==> src/rtl/systolic_pkg.sv <==
// Shared definitions for the N x N systolic control unit: FSM encodings,
// default geometry and a constant clog2 used to size index fields.
package systolic_pkg;

  typedef enum logic [2:0] {
    ST_IDLE  = 3'd0,
    ST_LOAD  = 3'd1,
    ST_FEED  = 3'd2,
    ST_FLUSH = 3'd3,
    ST_DRAIN = 3'd4,
    ST_DONE  = 3'd5
  } state_t;

  function automatic int clog2(input int value);
    int r;
    r = 0;
    while ((1 << r) < value) r++;
    return r;
  endfunction

  localparam int N_DEF     = 2;
  localparam int K_MAX_DEF = 8;
  localparam int DATA_W    = 16;
  localparam int KW_DEF    = clog2(K_MAX_DEF + 1);
  localparam int IW_DEF    = (clog2(N_DEF) < 1) ? 1 : clog2(N_DEF);
  // Must hold the last FLUSH index K_MAX+2N-3 plus the one-past value.
  localparam int TW_DEF    = 5;

endpackage

==> src/rtl/systolic_ctrl_nxn_if.sv <==
// Handshake/control bundle between a job host and systolic_ctrl_nxn.
// The abort wire exists only when SYSTOLIC_ABORT_EN is defined.
interface systolic_ctrl_nxn_if #(
  parameter int N  = 2,
  parameter int KW = 4,
  parameter int IW = 1
) ();

  logic            start;
  logic [KW-1:0]   k_len;
  logic            busy;
  logic            done;
  logic            feed_en;
  logic [KW-1:0]   feed_k;
  logic [N*N-1:0]  clear;
  logic            out_valid;
  logic [IW-1:0]   out_row;
  logic [IW-1:0]   out_col;
  logic            out_ready;
`ifdef SYSTOLIC_ABORT_EN
  logic            abort;
`endif

  modport master (
`ifdef SYSTOLIC_ABORT_EN
    output abort,
`endif
    output start, k_len, out_ready,
    input  busy, done, feed_en, feed_k, clear, out_valid, out_row, out_col
  );

  modport slave (
`ifdef SYSTOLIC_ABORT_EN
    input  abort,
`endif
    input  start, k_len, out_ready,
    output busy, done, feed_en, feed_k, clear, out_valid, out_row, out_col
  );

endinterface

==> src/rtl/systolic_drain_seq.sv <==
// Row-major result index walker for the N x N grid; one beat advances per
// accepted valid/ready handshake, cancel kills an in-progress drain.
module systolic_drain_seq #(
  parameter int N  = 2,
  parameter int IW = 1
) (
  input  logic          clk,
  input  logic          reset,
  input  logic          start_pulse,
  input  logic          cancel,
  input  logic          out_ready,
  output logic          out_valid,
  output logic [IW-1:0] out_row,
  output logic [IW-1:0] out_col,
  output logic          last_beat
);

  localparam logic [IW-1:0] LAST_IDX = IW'(N - 1);

  assign last_beat = out_valid && (out_row == LAST_IDX) && (out_col == LAST_IDX);

  always_ff @(posedge clk or negedge reset) begin
    if (!reset) begin
      out_valid <= 1'b0;
      out_row   <= '0;
      out_col   <= '0;
    end else if (cancel) begin
      out_valid <= 1'b0;
      out_row   <= '0;
      out_col   <= '0;
    end else if (start_pulse) begin
      out_valid <= 1'b1;
      out_row   <= '0;
      out_col   <= '0;
    end else if (out_valid && out_ready) begin
      if (last_beat) begin
        out_valid <= 1'b0;
      end else if (out_col == LAST_IDX) begin
        out_col <= '0;
        out_row <= out_row + IW'(1);
      end else begin
        out_col <= out_col + IW'(1);
      end
    end
  end

endmodule

==> src/rtl/systolic_ctrl_nxn.sv <==
// Control unit for an N x N output-stationary systolic MAC array: job FSM,
// skewed clear wavefront and result drain. Optional abort: SYSTOLIC_ABORT_EN.
module systolic_ctrl_nxn
  import systolic_pkg::*;
#(
  parameter int N     = N_DEF,
  parameter int K_MAX = K_MAX_DEF,
  parameter int KW    = KW_DEF,
  parameter int IW    = IW_DEF,
  parameter int TW    = TW_DEF
) (
  input logic              clk,
  input logic              reset,
  systolic_ctrl_nxn_if.slave bus
);

  localparam int FLUSH_LEN = 2 * N - 2;

  state_t          state;
  state_t          state_next;
  logic [TW-1:0]   t;
  logic [KW-1:0]   k_reg;
  logic            abort_hit;
  logic            abort_clr;
  logic            last_feed;
  logic            last_flush;
  logic            enter_drain;
  logic            drain_valid;
  logic            last_beat;
  logic [IW-1:0]   drain_row;
  logic [IW-1:0]   drain_col;
  logic [N*N-1:0]  wave;

`ifdef SYSTOLIC_ABORT_EN
  assign abort_hit = bus.abort && (state != ST_IDLE);
`else
  assign abort_hit = 1'b0;
`endif

  assign last_feed   = (t == (TW'(k_reg) - TW'(1)));
  assign last_flush  = (t == (TW'(k_reg) + TW'(FLUSH_LEN - 1)));
  assign enter_drain = (state_next == ST_DRAIN) && (state != ST_DRAIN);

  always_ff @(posedge clk or negedge reset) begin
    if (!reset) state <= ST_IDLE;
    else        state <= state_next;
  end

  always_comb begin
    state_next = state;
    case (state)
      ST_IDLE:  if (bus.start) state_next = ST_LOAD;
      ST_LOAD:  state_next = (k_reg == '0) ? ST_DONE : ST_FEED;
      ST_FEED:  if (last_feed) state_next = (N == 1) ? ST_DRAIN : ST_FLUSH;
      ST_FLUSH: if (last_flush) state_next = ST_DRAIN;
      ST_DRAIN: if (last_beat && bus.out_ready) state_next = ST_DONE;
      ST_DONE:  state_next = ST_IDLE;
      default:  state_next = ST_IDLE;
    endcase
    if (abort_hit) state_next = ST_IDLE;
  end

  // t runs continuously through FEED and FLUSH so the wavefront decode is a
  // plain compare against r+c; every other state parks it at zero.
  always_ff @(posedge clk or negedge reset) begin
    if (!reset) begin
      t         <= '0;
      k_reg     <= '0;
      abort_clr <= 1'b0;
    end else begin
      abort_clr <= abort_hit;
      if ((state == ST_FEED || state == ST_FLUSH) && !abort_hit) t <= t + TW'(1);
      else                                                      t <= '0;
      if (state == ST_IDLE && bus.start)
        k_reg <= (bus.k_len > KW'(K_MAX)) ? KW'(K_MAX) : bus.k_len;
    end
  end

  for (genvar r = 0; r < N; r++) begin : g_row
    for (genvar c = 0; c < N; c++) begin : g_col
      assign wave[r*N+c] = (t == TW'(r + c));
    end
  end

  systolic_drain_seq #(
    .N  (N),
    .IW (IW)
  ) u_drain (
    .clk         (clk),
    .reset       (reset),
    .start_pulse (enter_drain),
    .cancel      (abort_hit),
    .out_ready   (bus.out_ready),
    .out_valid   (drain_valid),
    .out_row     (drain_row),
    .out_col     (drain_col),
    .last_beat   (last_beat)
  );

  // An abort leaves partial sums behind, so the cycle after it clears every PE.
  assign bus.clear     = abort_clr ? '1
                       : ((state == ST_FEED || state == ST_FLUSH) ? wave : '0);
  assign bus.busy      = (state != ST_IDLE);
  assign bus.done      = (state == ST_DONE);
  assign bus.feed_en   = (state == ST_FEED);
  assign bus.feed_k    = (state == ST_FEED) ? KW'(t) : '0;
  assign bus.out_valid = drain_valid;
  assign bus.out_row   = drain_valid ? drain_row : '0;
  assign bus.out_col   = drain_valid ? drain_col : '0;

endmodule

==> src/flat_wrapper.sv <==
// flat-port wrapper written by rule: the top's interface ports become plain ports
module systolic_ctrl_nxn_flat import systolic_pkg::*;
#(
  parameter int N     = N_DEF,
  parameter int K_MAX = K_MAX_DEF,
  parameter int KW    = KW_DEF,
  parameter int IW    = IW_DEF,
  parameter int TW    = TW_DEF
)
  (clk, reset, bus_start, bus_k_len, bus_out_ready, bus_busy, bus_done, bus_feed_en, bus_feed_k, bus_clear, bus_out_valid, bus_out_row, bus_out_col);
  systolic_ctrl_nxn_if #(.N(N), .KW(KW), .IW(IW)) bus_i ();
  input logic clk;
  input logic reset;
  input wire logic [$bits(bus_i.start)-1:0] bus_start;
  input wire logic [$bits(bus_i.k_len)-1:0] bus_k_len;
  input wire logic [$bits(bus_i.out_ready)-1:0] bus_out_ready;
  output wire logic [$bits(bus_i.busy)-1:0] bus_busy;
  output wire logic [$bits(bus_i.done)-1:0] bus_done;
  output wire logic [$bits(bus_i.feed_en)-1:0] bus_feed_en;
  output wire logic [$bits(bus_i.feed_k)-1:0] bus_feed_k;
  output wire logic [$bits(bus_i.clear)-1:0] bus_clear;
  output wire logic [$bits(bus_i.out_valid)-1:0] bus_out_valid;
  output wire logic [$bits(bus_i.out_row)-1:0] bus_out_row;
  output wire logic [$bits(bus_i.out_col)-1:0] bus_out_col;
  assign bus_i.start = bus_start;
  assign bus_i.k_len = bus_k_len;
  assign bus_i.out_ready = bus_out_ready;
  assign bus_busy = bus_i.busy;
  assign bus_done = bus_i.done;
  assign bus_feed_en = bus_i.feed_en;
  assign bus_feed_k = bus_i.feed_k;
  assign bus_clear = bus_i.clear;
  assign bus_out_valid = bus_i.out_valid;
  assign bus_out_row = bus_i.out_row;
  assign bus_out_col = bus_i.out_col;
  systolic_ctrl_nxn #(.N(N), .K_MAX(K_MAX), .KW(KW), .IW(IW), .TW(TW)) u_core (.clk(clk), .reset(reset), .bus(bus_i));
endmodule
==> config.mk <==
export PLATFORM = sky130hd
export DESIGN_NAME = systolic_ctrl_nxn_flat
export DESIGN_NICKNAME = d
export VERILOG_FILES = /design/src/rtl/systolic_pkg.sv /design/src/rtl/systolic_ctrl_nxn_if.sv /design/src/rtl/systolic_drain_seq.sv /design/src/rtl/systolic_ctrl_nxn.sv /design/src/flat_wrapper.sv
export SDC_FILE = /design/constraint.sdc
export NUM_CORES = 1
export LEC_CHECK = 0
export BUFFER_PORTS_ARGS = -buffer_cell sky130_fd_sc_hd__buf_2
export CAP_MARGIN = 15
export CORE_MARGIN = 2
export CORE_UTILIZATION = 42
export DETAILED_ROUTE_END_ITERATION = 7
export PLACE_DENSITY = 0.67
export SLEW_MARGIN = 40
export SYNTH_ARGS = -nofsm -noshare
export SYNTH_HDL_FRONTEND = slang
export SYNTH_SLANG_ARGS = --single-unit
==> constraint.sdc <==
create_clock -name clk -period 1.5 [get_ports clk]
set_input_delay 0.225 -clock clk [delete_from_list [all_inputs] [get_ports clk]]
set_output_delay 0.225 -clock clk [all_outputs]
set_load 0.005 [all_outputs]
-- Yosys cells after proc, flatten, opt, wreduce, memory -nomap -nowiden
Index checks and enable logic that the tools add are counted.
- register bits: 15
- bits in latches: 0
- bits in writable memories: 0
- ROM bits: 0
- output and inout bits: 14
- word-level logic and storage cells: 64
- memories kept: 0
- add/subtract/negate cells: 5
- multipliers: 0
- divide/modulo/power cells: 0
- magnitude comparators: 1
- eq/ne operators: 12
- shift-type cells: 0
- mux-type cells: 23
- bitwise logic cells: 0
- reductions and logical operators: 17
- operators by type and width (operator ; number):
    two-way mux 3 bit ; 5
    one-hot mux 3 bit (5 select lines) ; 1
    two-way mux 1 bit ; 13
    two-way mux 4 bit ; 3
    equality test 5 bit ; 2
    equality test 3 bit (second input constant) ; 3
    equality test 3 x 2 -> 1 bit (second input constant) ; 2
    logical AND 1 bit ; 6
    nonzero test 2 bit ; 3
    adder 4 x 1 -> 5 bit (second input constant) ; 1
    adder 5 x 1 -> 5 bit (second input constant) ; 1
    equality test 5 x 1 -> 1 bit (second input constant) ; 1
    equality test 5 x 2 -> 1 bit (second input constant) ; 1
    logical NOT 5 bit ; 1
    two-way mux 5 bit ; 1
    subtractor 4 x 1 -> 5 bit (second input constant) ; 1
    > comparator 4 bit (second input constant) ; 1
    logical NOT 4 bit ; 1
    AND reduction 2 bit ; 2
    equality test 3 x 1 -> 1 bit (second input constant) ; 1
    logical NOT 3 bit ; 1
    != test 3 bit (second input constant) ; 1
    AND reduction 3 bit ; 1
    nonzero test 3 bit ; 1
    3 further kinds ; 4

-- Logic depth before layout (Yosys ltp)
- depth after elaboration: 9
- gate-level depth with buffers: 6
- gate-level depth less buffers: 6

-- Modules after synthesis
Synthesis repeated with hierarchy kept, for this count alone.
- cells, all modules: 118
- area, all modules: 1101.1 um^2
- modules (own cells, without submodules) (module ; times used ; cells each ; area each (um^2) ; sequential area each (um^2)):
    systolic_ctrl_nxn ; 1 ; 106 ; 962.2 ; 300.3
    systolic_drain_seq ; 1 ; 12 ; 138.9 ; 75.1

-- Worst setup path after synthesis
No wires, ideal clock.
- path type: reg2reg
- start point: reg u_core.k_reg[0]
- end point: reg u_core.u_drain.out_col
- library setup time: 0.146 ns
- data arrival time: 1.483 ns
- data required time: 1.354 ns
- slack: -0.129 ns
- cell stages (with the launch flop): 7
- buffers on the path: 0
- clock period less this slack: 1.629 ns
- cells stage by stage: dfrtp_1 -> inv_1 -> ha_1 -> xor2_1 -> a211oi_1 -> o211a_1 -> a311oi_1
- word-level cells in the longest chain between the ends: 8
- elaborated cells between the ends (all ways): 15
- RTL lines (element ; RTL line ; text):
    start: declaration ; systolic_ctrl_nxn.sv:22 ; logic [KW-1:0] k_reg;
    start signal: assignment ; systolic_ctrl_nxn.sv:75 ; k_reg <= (bus.k_len > KW'(K_MAX)) ? KW'(K_MAX) : bus.k_len;
    adder 4 x 1 -> 5 bit or subtractor 4 x 1 -> 5 bit (tied branches) ; systolic_ctrl_nxn.sv:41, systolic_ctrl_nxn.sv:40 ;
    equality test 5 bit (on tied branches) ; systolic_ctrl_nxn.sv:41, systolic_ctrl_nxn.sv:40 ;
    two-way mux 3 bit (on tied branches) ; systolic_ctrl_nxn.sv:55, systolic_ctrl_nxn.sv:54 ;
    one-hot mux 3 bit (5 select lines) * ; systolic_ctrl_nxn.sv:51 ; case (state)
    equality test 3 bit * ; systolic_ctrl_nxn.sv:42 ; assign enter_drain = (state_next == ST_DRAIN) && (state != ST_DRAIN);
    logical AND 1 bit * ; systolic_ctrl_nxn.sv:42 ;
    != test 2 x 1 -> 1 bit (no line) or nonzero test 2 bit (tied branches) ; n/a ;
    AND reduction 2 bit (no line) ; n/a ;
    end signal: assignment ; systolic_drain_seq.sv:42 ; out_col <= out_col + IW'(1);
    end: declaration ; systolic_drain_seq.sv:14 ; output logic [IW-1:0] out_col,
Mark *: on every way between the ends. The rest lies on a longest branch, timed or not.
A chain may end at the register's enable or synchronous reset.

-- Final worst setup path
- start point: reg u_core.k_reg[0]
- end point: reg u_core.state[0]
- word-level cells in the longest chain between the ends: 4
- elaborated cells between the ends (all ways): 9
- RTL lines (element ; RTL line ; text):
    adder 4 x 1 -> 5 bit or subtractor 4 x 1 -> 5 bit (tied branches) ; systolic_ctrl_nxn.sv:41, systolic_ctrl_nxn.sv:40 ;
    equality test 5 bit (on tied branches) ; systolic_ctrl_nxn.sv:41, systolic_ctrl_nxn.sv:40 ;
    two-way mux 3 bit (on tied branches) ; systolic_ctrl_nxn.sv:55, systolic_ctrl_nxn.sv:54 ;
    one-hot mux 3 bit (5 select lines) * ; systolic_ctrl_nxn.sv:51 ;
    via u_core.state_next[0] ; systolic_ctrl_nxn.sv:20 ; state_t state_next;
    end signal: assignment ; systolic_ctrl_nxn.sv:46 ; else state <= state_next;
    end: declaration ; systolic_ctrl_nxn.sv:19 ; state_t state;
The timed path passes the listed nets; every way through them passes the cells marked *.

==> run summary <==
Commonest cells post-synth: dfrtp_1 (15), and2_1 (8), nor2_1 (8), ha_1 (7)
Placed cell area: 1310 um^2
Leakage power: 0.712 nW
Worst vdd ir: 0.00142 V
Ant. Diodes: 0
Tot GR Track Use: 0.214
Max reg flops: 5
Post-layout min period: 1.63 ns
Worst-path clk slew: 0.10 ns
First-pass GRT wire length: 4600 um
Detailed Routing Iterations Pass 1: 4
Pin count of the biggest net entering global routing: 16
Later-pin clock latency in the skew report: 0.28 ns
Yosys synthesis warning count: 0
Global placer's final weighted congestion: 0.938
Power Internal: 1.90 mW
Crit. End Element: flip-flop
Starting Density: 0.441
Sw Share: 0.431
Post-synth EDFFs: 0
Nature of the critical path startpoint: flip-flop
Max stage delay on crit path: 0.42 ns
Top-Level Pins: 22
TritonCTS buffer count: 3
M1 WL: 1230 um
Combinational group share of total power: 0.684
Async SR Flop Fraction: 1.00
Grt ovf: 0
Count of endpoints failing setup in the final report: 13
Initial antenna violation count: 0
Slew HR: 0.718
Highest Signal Layer: met4
Core area: 2480 um^2
Clock skew: 0.00364 ns
Chip height: 55.0 um
Iter 0 DRT Violations: 31
FF+latch count, synth: 15
Share of the synthesized area in the top cell type: 0.343
Final slew viol count: 0
Post-Syn Area: 1090 um^2
Worst-margin pin slew: 0.423 ns
DRC: 0
Routed wl met2: 1510 um
Clk pwr share: 0.071
Worst slack, placed: -0.113 ns
Vias per cell: 5.52
Hold Path Class: in2reg
Met3 Wirelength: 124 um
Seq/Total Area, Yosys: 0.343
Placed cell count: 172
Max cap viols: 0
Pwr Density: 2130 nW/um^2
Post-Syn Area per Cell: 9.59 um^2
Slowest cell on the critical path: dfrtp_1
Area grow syn2layout: 43.5%
Vias in the first global route: 1008
Total number of vias: 1048
Synth area leaders: dfrtp_1 (34%), ha_1 (8.0%), xnor2_1 (4.8%)
Site Rows: 18
Crit-path max FO: 3
CP Class: reg2reg
Syn nets: 129
Net Switching: 1.44 mW
Nets: 176
Maximum level of the CTS H-tree: 1
Period Utilization, post-route: 1.09
Longest Clk Path Bufs: 2
Wire per inst: 15.1 um
Sink Count: 15
Sequential share of power: 0.245
Most frequent cell after synthesis: dfrtp_1
Required @ worst endpoint: 1.71 ns
Status: complete, but fails checks
IO Port Bufs: 21
Layout Cells excl Fill: 190
Final WS setup: -0.130 ns
Routed Antenna Nets: 0
Failing checks: setup timing
Full die area: 3030 um^2
CTS root buf: clkbuf_4
Mapped Cells: 114
Cell Chain, Critical Path: inv_2 -> ha_4 -> xor2_2 -> buf_4 -> nand3b_1 -> a2111o_1 -> o211ai_2
Setup TNS: -0.924 ns
Hold Slack: 0.181 ns
Die X: 55.0 um
Layout cells sized above 1: 0.513
Final Cell Area: 1570 um^2
Synth area leader: dfrtp_1
Maximum clock frequency: 0.613 GHz
Drt total wl: 2880 um
Final hold violation count: 0
CTS tree: built
Post-DP HPWL: 1830 um
Total Power: 3.34 mW
Synth Flop Type: dfrtp_1
Final core utilization: 0.633
Unrepaired setup endpoints after global routing: true
CP arrival: 1.84 ns
Cell variety after synth: 43
power groups by stage:
stage | registers, mW | logic [mW] | clock network [mW]
CTS | 0.797 | 2.10 | 0.249
global placement | 0.800 | 1.59 | 0
finish | 0.817 | 2.28 | 0.237
floorplan | 0.718 | 1.13 | 0
detailed placement | 0.815 | 1.63 | 0
global route | 0.842 | 2.48 | 0.267
cell type report:
type | count | area [um^2]
fill | 201 | 908
timing repair buffer | 48 | 329
multi-input combinational | 87 | 771
sequential | 15 | 383
clock buffer | 4 | 26.3
tap | 30 | 37.5
inverter | 6 | 22.5
critical path, delay by kind of cell, from the launching register on:
| family | cells | cell delay [ns] |
|---|---|---|
| AOI/OAI and AO/OA | 2 | 0.44 |
| buffers and inverters | 2 | 0.22 |
| and+or+nand+nor | 1 | 0.07 |
| xor gates and xnor gates | 1 | 0.19 |
| DFF | 1 | 0.42 |
| adders and majority gates | 1 | 0.21 |
what timing repair did:
item                                   CTS  global route
buffers inserted                        12             1
setup endpoints to repair               17            17
pin swaps                                8             3
resized for setup                       23             9
hold buffers                             1             0
endpoints found under the hold margin   15             0
final timing paths:
check / slack [ns] / end / cells past startpoint / start
worst max-delay path: -0.13 / u_core.state[0] / 7 / u_core.k_reg[0]
worst min-delay path: 0.18 / u_core.k_reg[2] / 3 / bus_k_len[2]
worst max register to register: -0.13 / u_core.state[0] / 7 / u_core.k_reg[0]
worst min register to register: 0.61 / u_core.u_drain.out_valid / 1 / u_core.u_drain.out_valid
max in group asynchronous: 0.85 / u_core.t[4] / 2 / reset
min in group asynchronous: 0.38 / u_core.state[2] / 2 / reset
cells by family after synthesis:
logic type | after synthesis | share of synthesized area
flops | 15 | 0.343
mux | 1 | 0.0103
xor+xnor | 10 | 0.0870
compound gates | 22 | 0.154
simple gates | 47 | 0.268
buf+inv | 12 | 0.0572
fa+ha+maj | 7 | 0.0801
layout by cell type (no fill, tap or decap), types with 2 or more instances in the layout:
| master | instances |
|---|---|
| a31oi_1 | 2 |
| dfrtp_2 | 6 |
| xnor2_1 | 5 |
| nand3b_1 | 6 |
| nor2_1 | 7 |
| buf_6 | 5 |
| dfrtp_1 | 9 |
| ha_1 | 4 |
| and2_1 | 8 |
| inv_1 | 2 |
| buf_4 | 21 |
| a21oi_1 | 3 |
| nor3_2 | 2 |
| nand3_1 | 4 |
| nand4b_1 | 2 |
| xor2_1 | 2 |
| inv_2 | 4 |
| ha_2 | 2 |
| clkbuf_4 | 3 |
| o21ai_0 | 2 |
| and3_1 | 2 |
| xnor2_2 | 2 |
| a211oi_2 | 2 |
| buf_2 | 21 |
| nand2_1 | 4 |
metal layers:
layer  vias to the layer above  GRT usage
met3                         2     0.0349
met5                         -          0
li1                        502          -
met4                         0     0.0813
met1                       512      0.269
met2                        32      0.367
Power figures use the tool's default switching activity.
